[config.mk]
export PLATFORM = sky130hd
export DESIGN_NAME = leitor_display_bcd
export DESIGN_NICKNAME = d
export VERILOG_FILES = /design/src/rtl/leitor_display_bcd_pkg.sv /design/src/rtl/seg7_para_bcd.sv /design/src/rtl/leitor_display_bcd.sv
export SDC_FILE = /design/constraint.sdc
export NUM_CORES = 1
export LEC_CHECK = 0
export ABC_AREA = 1
export CORE_UTILIZATION = 45
export DETAILED_ROUTE_END_ITERATION = 8
export GPL_TIMING_DRIVEN = 1
export PLACE_DENSITY_LB_ADDON = 0.08
export SETUP_SLACK_MARGIN = 0.3
export SLEW_MARGIN = 20
export SYNTH_ARGS = -nofsm -noshare
export SYNTH_HDL_FRONTEND = slang
export SYNTH_SLANG_ARGS = --single-unit
[constraint.sdc]
create_clock -name clk -period 4.05 [get_ports clk]
set_input_delay 0.81 -clock clk [delete_from_list [all_inputs] [get_ports clk]]
set_output_delay 0.81 -clock clk [all_outputs]
set_load 0.01 [all_outputs]
[src/rtl/leitor_display_bcd_pkg.sv]
`default_nettype none
// ============================================================================
// Module      : leitor_display_bcd_pkg
// Description : Seven-segment definitions shared by the display reader and
//               the board's display-driving decoder: the ten active-low digit
//               patterns, the blank pattern, the special output codes and
//               the frame-assembly state encoding.
//               Segment order is {a,b,c,d,e,f,g}, a = MSB, 0 = segment lit.
// Revision    : 1.0 - initial release
// ============================================================================
package leitor_display_bcd_pkg;

    localparam logic [6:0] c_SEG_0     = 7'b0000001;
    localparam logic [6:0] c_SEG_1     = 7'b1001111;
    localparam logic [6:0] c_SEG_2     = 7'b0010010;
    localparam logic [6:0] c_SEG_3     = 7'b0000110;
    localparam logic [6:0] c_SEG_4     = 7'b1001100;
    localparam logic [6:0] c_SEG_5     = 7'b0100100;
    localparam logic [6:0] c_SEG_6     = 7'b0100000;
    localparam logic [6:0] c_SEG_7     = 7'b0001111;
    localparam logic [6:0] c_SEG_8     = 7'b0000000;
    localparam logic [6:0] c_SEG_9     = 7'b0000100;
    localparam logic [6:0] c_SEG_BLANK = 7'b1111111;

    localparam logic [3:0] c_CODE_BLANK = 4'hF;
    localparam logic [3:0] c_CODE_ERR   = 4'hE;

    // Frame-assembly states
    typedef enum logic [1:0] {
        ESPERA = 2'd0,   // no digit captured yet
        COLETA = 2'd1,   // some digits captured
        CHEIO  = 2'd2    // every digit captured, waiting for the output slot
    } estado_t;

endpackage : leitor_display_bcd_pkg
`default_nettype wire

[src/rtl/seg7_para_bcd.sv]
`default_nettype none
// ============================================================================
// Module      : seg7_para_bcd
// Description : Combinational lookup from an active-low 7-segment pattern to
//               a BCD code. Blank maps to CODE_BLANK and is not an error;
//               any unknown pattern maps to CODE_ERR with o_invalid set.
// Ports       : i_seg     [6:0] pattern {a..g}, 0 = lit
//               o_code    [3:0] recovered code
//               o_invalid       pattern is neither a digit nor blank
// Revision    : 1.0 - initial release
// ============================================================================
module seg7_para_bcd
    import leitor_display_bcd_pkg::*;
(
    input  logic [6:0] i_seg,
    output logic [3:0] o_code,
    output logic       o_invalid
);

    always_comb begin
        o_code    = c_CODE_ERR;
        o_invalid = 1'b1;
        case (i_seg)
            c_SEG_0:     begin o_code = 4'd0;         o_invalid = 1'b0; end
            c_SEG_1:     begin o_code = 4'd1;         o_invalid = 1'b0; end
            c_SEG_2:     begin o_code = 4'd2;         o_invalid = 1'b0; end
            c_SEG_3:     begin o_code = 4'd3;         o_invalid = 1'b0; end
            c_SEG_4:     begin o_code = 4'd4;         o_invalid = 1'b0; end
            c_SEG_5:     begin o_code = 4'd5;         o_invalid = 1'b0; end
            c_SEG_6:     begin o_code = 4'd6;         o_invalid = 1'b0; end
            c_SEG_7:     begin o_code = 4'd7;         o_invalid = 1'b0; end
            c_SEG_8:     begin o_code = 4'd8;         o_invalid = 1'b0; end
            c_SEG_9:     begin o_code = 4'd9;         o_invalid = 1'b0; end
            c_SEG_BLANK: begin o_code = c_CODE_BLANK; o_invalid = 1'b0; end
            default:     begin o_code = c_CODE_ERR;   o_invalid = 1'b1; end
        endcase
    end

endmodule : seg7_para_bcd
`default_nettype wire

[src/rtl/leitor_display_bcd.sv]
`default_nettype none
// ============================================================================
// Module      : leitor_display_bcd
// Description : Reads a time-multiplexed active-low 7-segment display bus,
//               filters each digit's pattern for stability, recovers the BCD
//               code and delivers complete frames on a valid/ready port.
// Ports       : clk        clock, rising edge
//               rst_n      synchronous active-low reset
//               seg_in     [6:0] segments {a..g}, 0 = lit (asynchronous)
//               an_in      [DIGITS-1:0] digit enables, active-low one-hot
//               out_valid  frame available
//               out_ready  consumer accepts on out_valid && out_ready
//               bcd_out    [4*DIGITS-1:0] digit i at [4i+3:4i]
//               err_out    frame contained an invalid pattern
//               overrun    one-cycle pulse, a commit was discarded
// Revision    : 1.0 - initial release
// ============================================================================
module leitor_display_bcd
    import leitor_display_bcd_pkg::*;
#(
    parameter int DIGITS        = 4,
    parameter int STABLE_CYCLES = 4
) (
    input  logic                  clk,
    input  logic                  rst_n,
    input  logic [6:0]            seg_in,
    input  logic [DIGITS-1:0]     an_in,
    output logic                  out_valid,
    input  logic                  out_ready,
    output logic [4*DIGITS-1:0]   bcd_out,
    output logic                  err_out,
    output logic                  overrun
);

    localparam int                c_CW      = $clog2(STABLE_CYCLES + 1);
    localparam int                c_SW      = DIGITS + 7;
    localparam logic [c_CW-1:0]   c_CNT_MAX = c_CW'(STABLE_CYCLES);

    // Two-flop synchronizers
    logic [6:0]          r_seg_s1, r_seg_s2;
    logic [DIGITS-1:0]   r_an_s1,  r_an_s2;

    // Stability filter
    logic [c_SW-1:0]     w_s;
    logic [c_SW-1:0]     r_s_prev;
    logic [c_CW-1:0]     r_cnt;
    logic                r_done;

    // Frame assembly
    logic [DIGITS-1:0]   r_mask;
    logic [4*DIGITS-1:0] r_shadow;
    logic                r_frame_err;
    estado_t             r_state, w_state_next;

    // Output register
    logic                r_out_valid;
    logic [4*DIGITS-1:0] r_bcd_out;
    logic                r_err_out;
    logic                r_overrun;

    logic [DIGITS-1:0]   w_an_sel;
    logic                w_onehot;
    logic                w_commit;
    logic                w_accept;
    logic                w_fills;
    logic                w_load;
    logic                w_overrun;
    logic [3:0]          w_code;
    logic                w_invalid;

    seg7_para_bcd u_dec (
        .i_seg     (r_seg_s2),
        .o_code    (w_code),
        .o_invalid (w_invalid)
    );

    assign w_s      = {r_an_s2, r_seg_s2};
    assign w_an_sel = ~r_an_s2;
    // Exactly one digit enabled: non-zero with a single bit set
    assign w_onehot = (w_an_sel != '0) &&
                      ((w_an_sel & (w_an_sel - DIGITS'(1))) == '0);
    // r_done limits a stable run to a single commit
    assign w_commit = (r_cnt == c_CNT_MAX) && !r_done && w_onehot && (w_s == r_s_prev);
    // Commits arriving while the frame buffer is full are dropped
    assign w_accept = w_commit && (r_state != CHEIO);
    assign w_fills  = ((r_mask | w_an_sel) == '1);

    // ------------------------------------------------------------------
    // Synchronizers and stability filter
    // ------------------------------------------------------------------
    always_ff @(posedge clk) begin
        if (!rst_n) begin
            r_seg_s1 <= '0;
            r_seg_s2 <= '0;
            r_an_s1  <= '0;
            r_an_s2  <= '0;
            r_s_prev <= '0;
            r_cnt    <= '0;
            r_done   <= 1'b0;
        end else begin
            r_seg_s1 <= seg_in;
            r_seg_s2 <= r_seg_s1;
            r_an_s1  <= an_in;
            r_an_s2  <= r_an_s1;
            r_s_prev <= w_s;
            if (w_s != r_s_prev) begin
                r_cnt  <= c_CW'(1);
                r_done <= 1'b0;
            end else begin
                if (r_cnt != c_CNT_MAX) begin
                    r_cnt <= r_cnt + c_CW'(1);
                end
                if (w_commit) begin
                    r_done <= 1'b1;
                end
            end
        end
    end

    // ------------------------------------------------------------------
    // Frame assembly FSM: state register
    // ------------------------------------------------------------------
    always_ff @(posedge clk) begin
        if (!rst_n) begin
            r_state <= ESPERA;
        end else begin
            r_state <= w_state_next;
        end
    end

    // ------------------------------------------------------------------
    // Frame assembly FSM: next state and control strobes
    // ------------------------------------------------------------------
    always_comb begin
        w_state_next = r_state;
        w_load       = 1'b0;
        w_overrun    = 1'b0;
        case (r_state)
            ESPERA: begin
                if (w_commit) begin
                    w_state_next = w_fills ? CHEIO : COLETA;
                end
            end
            COLETA: begin
                if (w_commit && w_fills) begin
                    w_state_next = CHEIO;
                end
            end
            CHEIO: begin
                w_overrun = w_commit;
                // Output slot free, or being emptied on this same edge
                if (!r_out_valid || out_ready) begin
                    w_load       = 1'b1;
                    w_state_next = ESPERA;
                end
            end
            default: begin
                w_state_next = ESPERA;
            end
        endcase
    end

    // ------------------------------------------------------------------
    // Shadow frame, digit mask and accumulated error
    // ------------------------------------------------------------------
    always_ff @(posedge clk) begin
        if (!rst_n) begin
            r_shadow    <= '0;
            r_mask      <= '0;
            r_frame_err <= 1'b0;
        end else if (w_load) begin
            r_mask      <= '0;
            r_frame_err <= 1'b0;
        end else if (w_accept) begin
            for (int i = 0; i < DIGITS; i++) begin
                if (w_an_sel[i]) begin
                    r_shadow[4*i +: 4] <= w_code;
                end
            end
            r_mask      <= r_mask | w_an_sel;
            r_frame_err <= r_frame_err | w_invalid;
        end
    end

    // ------------------------------------------------------------------
    // Output register
    // ------------------------------------------------------------------
    always_ff @(posedge clk) begin
        if (!rst_n) begin
            r_out_valid <= 1'b0;
            r_bcd_out   <= '0;
            r_err_out   <= 1'b0;
            r_overrun   <= 1'b0;
        end else begin
            r_overrun <= w_overrun;
            if (w_load) begin
                r_out_valid <= 1'b1;
                r_bcd_out   <= r_shadow;
                r_err_out   <= r_frame_err;
            end else if (r_out_valid && out_ready) begin
                r_out_valid <= 1'b0;
            end
        end
    end

    assign out_valid = r_out_valid;
    assign bcd_out   = r_bcd_out;
    assign err_out   = r_err_out;
    assign overrun   = r_overrun;

endmodule : leitor_display_bcd
`default_nettype wire

After elaboration in Yosys (flattened, before gate mapping)
Index checks and enable logic that the tools add are counted.

Register bits after elaboration: 79. Bits of input ports: 14. Output and inout bits: 19. Logic and storage cells: 86.

Add/sub/neg operators: 2. Eq/ne operators: 21. Muxes and demuxes: 13. Bitwise logic cells: 6. Reduce and logical (&&, ||, !) cells: 25.

Operator list (number): $pmux W4 S11 (1); $eq A7 B7 Y1 const B (3); $reduce_and A3 Y1 (5); $eq A7 B3 Y1 const B (2); $eq A7 B6 Y1 const B (2); $eq A11 B11 Y1 (1); $ne A11 B11 Y1 (1); $reduce_or A11 Y1 (1); $mux W2 (4); $ne A2 B2 Y1 const B (4); $eq A7 B1 Y1 const B (1); $eq A7 B4 Y1 const B (1); $eq A7 B5 Y1 const B (1); $logic_and A1 B1 Y1 (7); $logic_not A7 Y1 (1); $mux W1 (7); $pmux W2 S3 (1); $and A4 B4 Y4 (1); $eq A4 B4 Y1 const B (1); $logic_not A4 Y1 (1); $not A4 Y4 (1); $or A4 B4 Y4 (1); $reduce_bool A2 Y1 (2); $reduce_bool A4 Y1 (1); 13 further kinds (16).

Logic depth before layout (Yosys ltp)
Word-level depth: 10. Gate-level depth with buffers: 12. Gate-level depth less buffers: 11.

Modules after synthesis
A second synthesis with hierarchy kept.

Cells, all modules: 437. Area total of the unflattened synthesis: 3256.9 µm².

Modules (own cells, without submodules): leitor_display_bcd (times used 1, cells each 380, area each 2990.4 µm², seq. area each 1581.5 µm²); seg7_para_bcd (times used 1, cells each 57, area each 266.5 µm², seq. area each 0.0 µm²).

Worst setup path before layout
No wires, ideal clock.

Path type: input to register. Start point: input port out_ready. End point: register r_frame_err. Setup time: 118 ps. Data arrival time: 1501 ps. Required time: 3932 ps. Path slack: 2432 ps. Stages on the path: 5. Path buffers: 0. Cells stage by stage: nor2_1 -> nor2_2 -> clkinv_1 -> nand2_1 -> nor2_1.

Cells in the longest elaborated chain, start to end: 4.

Ends and longest elaborated chain: start: declaration (line leitor_display_bcd.sv:29) `input logic out_ready,`; $logic_or A1 B1 Y1 (line leitor_display_bcd.sv:152) `if (!r_out_valid || out_ready) begin`; $mux W1 (line leitor_display_bcd.sv:152); $mux W1 (line leitor_display_bcd.sv:138) `case (r_state)`; $reduce_or A2 Y1 (no source line); end signal: assignment (line leitor_display_bcd.sv:181) `r_frame_err <= r_frame_err | w_invalid;`; end: declaration (line leitor_display_bcd.sv:52) `logic r_frame_err;`.

Every way passes these cells. A chain may end at the register's enable or synchronous reset.

Final worst setup path
Start point: register r_out_valid, in the netlist out_valid. End point: output port out_valid.

RTL lines: start: declaration (line leitor_display_bcd.sv:56) `logic r_out_valid;`; start signal: assignment (line leitor_display_bcd.sv:190) `r_out_valid <= 1'b0;`; start signal: assignment (line leitor_display_bcd.sv:197) `r_out_valid <= 1'b1;`; start signal: assignment (line leitor_display_bcd.sv:201) `r_out_valid <= 1'b0;`; end: declaration (line leitor_display_bcd.sv:28) `output logic out_valid,`.

No word-level cell between the ends.

==> metrics.md <==
| Metric | Value |
|---|---|
| Endpoints failing setup | `0` |
| Setup TNS | `0 ps` |
| Finished Core Util | `a little under three fifths` |
| Resized Gates After CTS | `0` |
| Unique cell type count in the Yosys netlist | `30` |
| VDD IR max | `around 0.00026 V` |
| Layout cells sized above 1 | `7.09%` |
| Worst hold path depth | `2` |
| Tcrit/Tclk final | `around half` |
| Fmax | `493 MHz` |
| TritonCTS Sinks | `just under 80` |
| CP Buf/Inv Count | `1` |
| TritonCTS Buffers | `9` |
| Max clock buf depth | `2` |
| Critical Path Stages | `1` |
| Area of the core | `6910 sq um` |
| Vias in the first global route | `2355` |
| RD Place Congestion | `0.814` |
| Die footprint | `roughly 7600 sq um` |
| Mapped Area | `between 3000 and 4000 sq um` |
| First-pass GRT wire length | `around 10 mm` |
| Register-to-Register Path Depth | `11` |
| Syn Inst Count | `between 400 and 500` |
| Iteration-0 DRC Markers | `roughly 130` |
| Drt first pass iters | `5` |
| Synth top area share | `between 40% and 50%` |
| Initial antenna violation count | `0` |
| Setup bufs post-CTS | `0` |
| Setup crit start kind | `register` |
| Hold WC Path Type | `reg -> reg` |
| Final Cell Area | `roughly 3900 sq um` |
| Max-cap violations | `0` |
| Syn-to-layout area delta | `18.7%` |
| Clock root cell | `clkbuf_8` |
| Htree depth | `3` |
| Clk_skew | `between 9 and 10 ps` |
| Pin count of the biggest net entering global routing | `between 40 and 50` |
| Residual DRC | `0` |
| CTS tree | `yes` |
| Max incr delay on CP | `between 500 and 600 ps` |
| Die height | `between 80 and 90 um` |
| Slew margin rel. | `~55%` |
| Pwr dens | `approximately 400 nW/um^2` |
| Post-synthesis net count | `474` |
| Dpl cell area | `around 3600 sq um` |
| Sequential area share after synthesis | `between 40% and 50%` |
| Crit path max-delay family | `buffers and inverters` |
| GRT Resource Usage Total | `between 10% and 20%` |
| Boundary pin count | `33` |
| Die W | `slightly below 90 um` |
| Mapped Avg Cell Area | `7.12 sq um` |
| Antenna diode count | `0` |
| Initial core utilization | `between 40% and 50%` |
| Hold Buf Count CTS | `0` |
| Clock Latency Late Sink | `about 350 ps` |
| RSZ-0062 raised after global routing | `false` |
| Post-Route WL | `about 6.0 mm` |
| Synthesized flop and latch total | `between 70 and 80` |
| Total grt overflow | `0` |
| Fillcell total | `a little under 700` |
| Most frequent cells in the layout | `nand2_1, nor2_1, dfxtp_1` |
| Yosys warning count | `0` |
| Top cells by area, synth | `dfxtp_1, nand2_1, nor2_1, inv_1, o21ai_0` |
| Worst Max-Slew Pin Slew | `674 ps` |
| WS Path Type | `reg -> out` |
| Lkg Pwr | `between 0.0015 and 0.002 uW` |
| Status | `completed` |
| Port Buffers | `32` |
| Final min period | `~2000 ps` |
| Critical Path RT | `approximately 3200 ps` |
| Setup crit end kind | `output port` |
| Slew Limit Fails | `0` |
| Reg clk slew, reported paths | `80 ps` |
| Nets | `just over 500` |
| Reg area | `~1600 sq um` |
| Final hold violations | `0` |
| Vias | `roughly 2600` |
| Dpl hpwl | `between 4 and 5 mm` |
| Worst-path fanout max | `2` |
| Worst path slowest cell | `clkdlybuf4s50_1` |
| Commonest non-fill, non-tap cell in the layout | `nand2_1` |
| Crit-path cells | `clkdlybuf4s50_1` |
| FP Rows | `30` |
| Area occupied by multi-input gates | `between 1000 and 1500 sq um` |
| DRT antenna net count | `0` |
| Wirelength per Cell | `between 10 and 15 um` |
| Crit path arrival time | `about 1200 ps` |
| Synth area leader | `dfxtp_1` |
| Via density | `4.41` |
## flip-flops by register name, summed over array words and instances (netlist names), 2 cells and up
signal and cells:
r_an_s2 4, r_s_prev 11, bcd_out 16, r_seg_s1 7
r_mask 4, r_state 2, r_shadow 16, r_an_s1 4
r_seg_s2 7, r_cnt 3
## logic make-up (layout without fill, tap and decap cells)
logic type	after synthesis	after routing	share of synthesized area [%]
flops	79	79	48.5
fa+ha+maj	2	2	0.768
buf+inv	93	129	11.2
compound gates	38	38	6.14
xor+xnor	8	8	2.15
simple gates	238	238	31.2
## path summary, 6_finish.rpt
kind | startpoint | endpoint | slack, ps
max | out_valid | out_valid | 2020
min | r_seg_s1[2] | r_seg_s2[2] | 410
max reg2reg | r_cnt[0] | r_shadow[1] | 2210
min reg2reg | r_seg_s1[2] | r_seg_s2[2] | 410
## layout make-up
type | instances | share of cell area (%)
well taps | 96 | 3.11
clock inverters | 5 | 2.10
clock buffers | 11 | 3.66
repair buffers | 34 | 8.54
multi-input cells | 286 | 33.9
flip-flops and latches | 79 | 40.9
inverters | 79 | 7.80
## cell usage after synthesis, drive strengths merged
cell,n
nor3,3
nor2,93
ha,2
nand2,115
xnor2,5
o21a,1
dfxtp,79
clkbuf,8
o21ai,20
o22ai,1
o211ai,1
xor2,3
clkinv,5
inv,74
nand4,13
nand3,13
o2111ai,1
buf,6
a21oi,14
nand3b,1
## per-stage QoR
| stage | worst slack [ps] | cells | power, uW | hold slack [ps] |
|---|---|---|---|---|
| after floorplan | 2430 | 458 | 886 | 390 |
| after global placement | 1930 | 574 | 913 | 396 |
| after detailed placement | 1900 | 574 | 915 | 395 |
| after CTS | 2000 | 590 | 1560 | 414 |
| after global routing | 1960 | 590 | 1600 | 426 |
| final | 2020 | 590 | 1540 | 411 |
## metal layers
layer	GRT usage (%)	up-vias	part of all wire (%)
li1	-	1445	-
met1	23.3	1098	51
met2	27.3	43	42
met3	3.51	13	3.8
met4	9.99	0	2.3
met5	0	-	0
## power breakdown
group	leakage [uW]	internal, uW	total (uW)	switching (uW)
clock	0.000110	364	646	282
combinational	0.00121	34.8	95.1	60.4
sequential	0.000642	790	801	10.7
(Power assumes the default switching activity.)
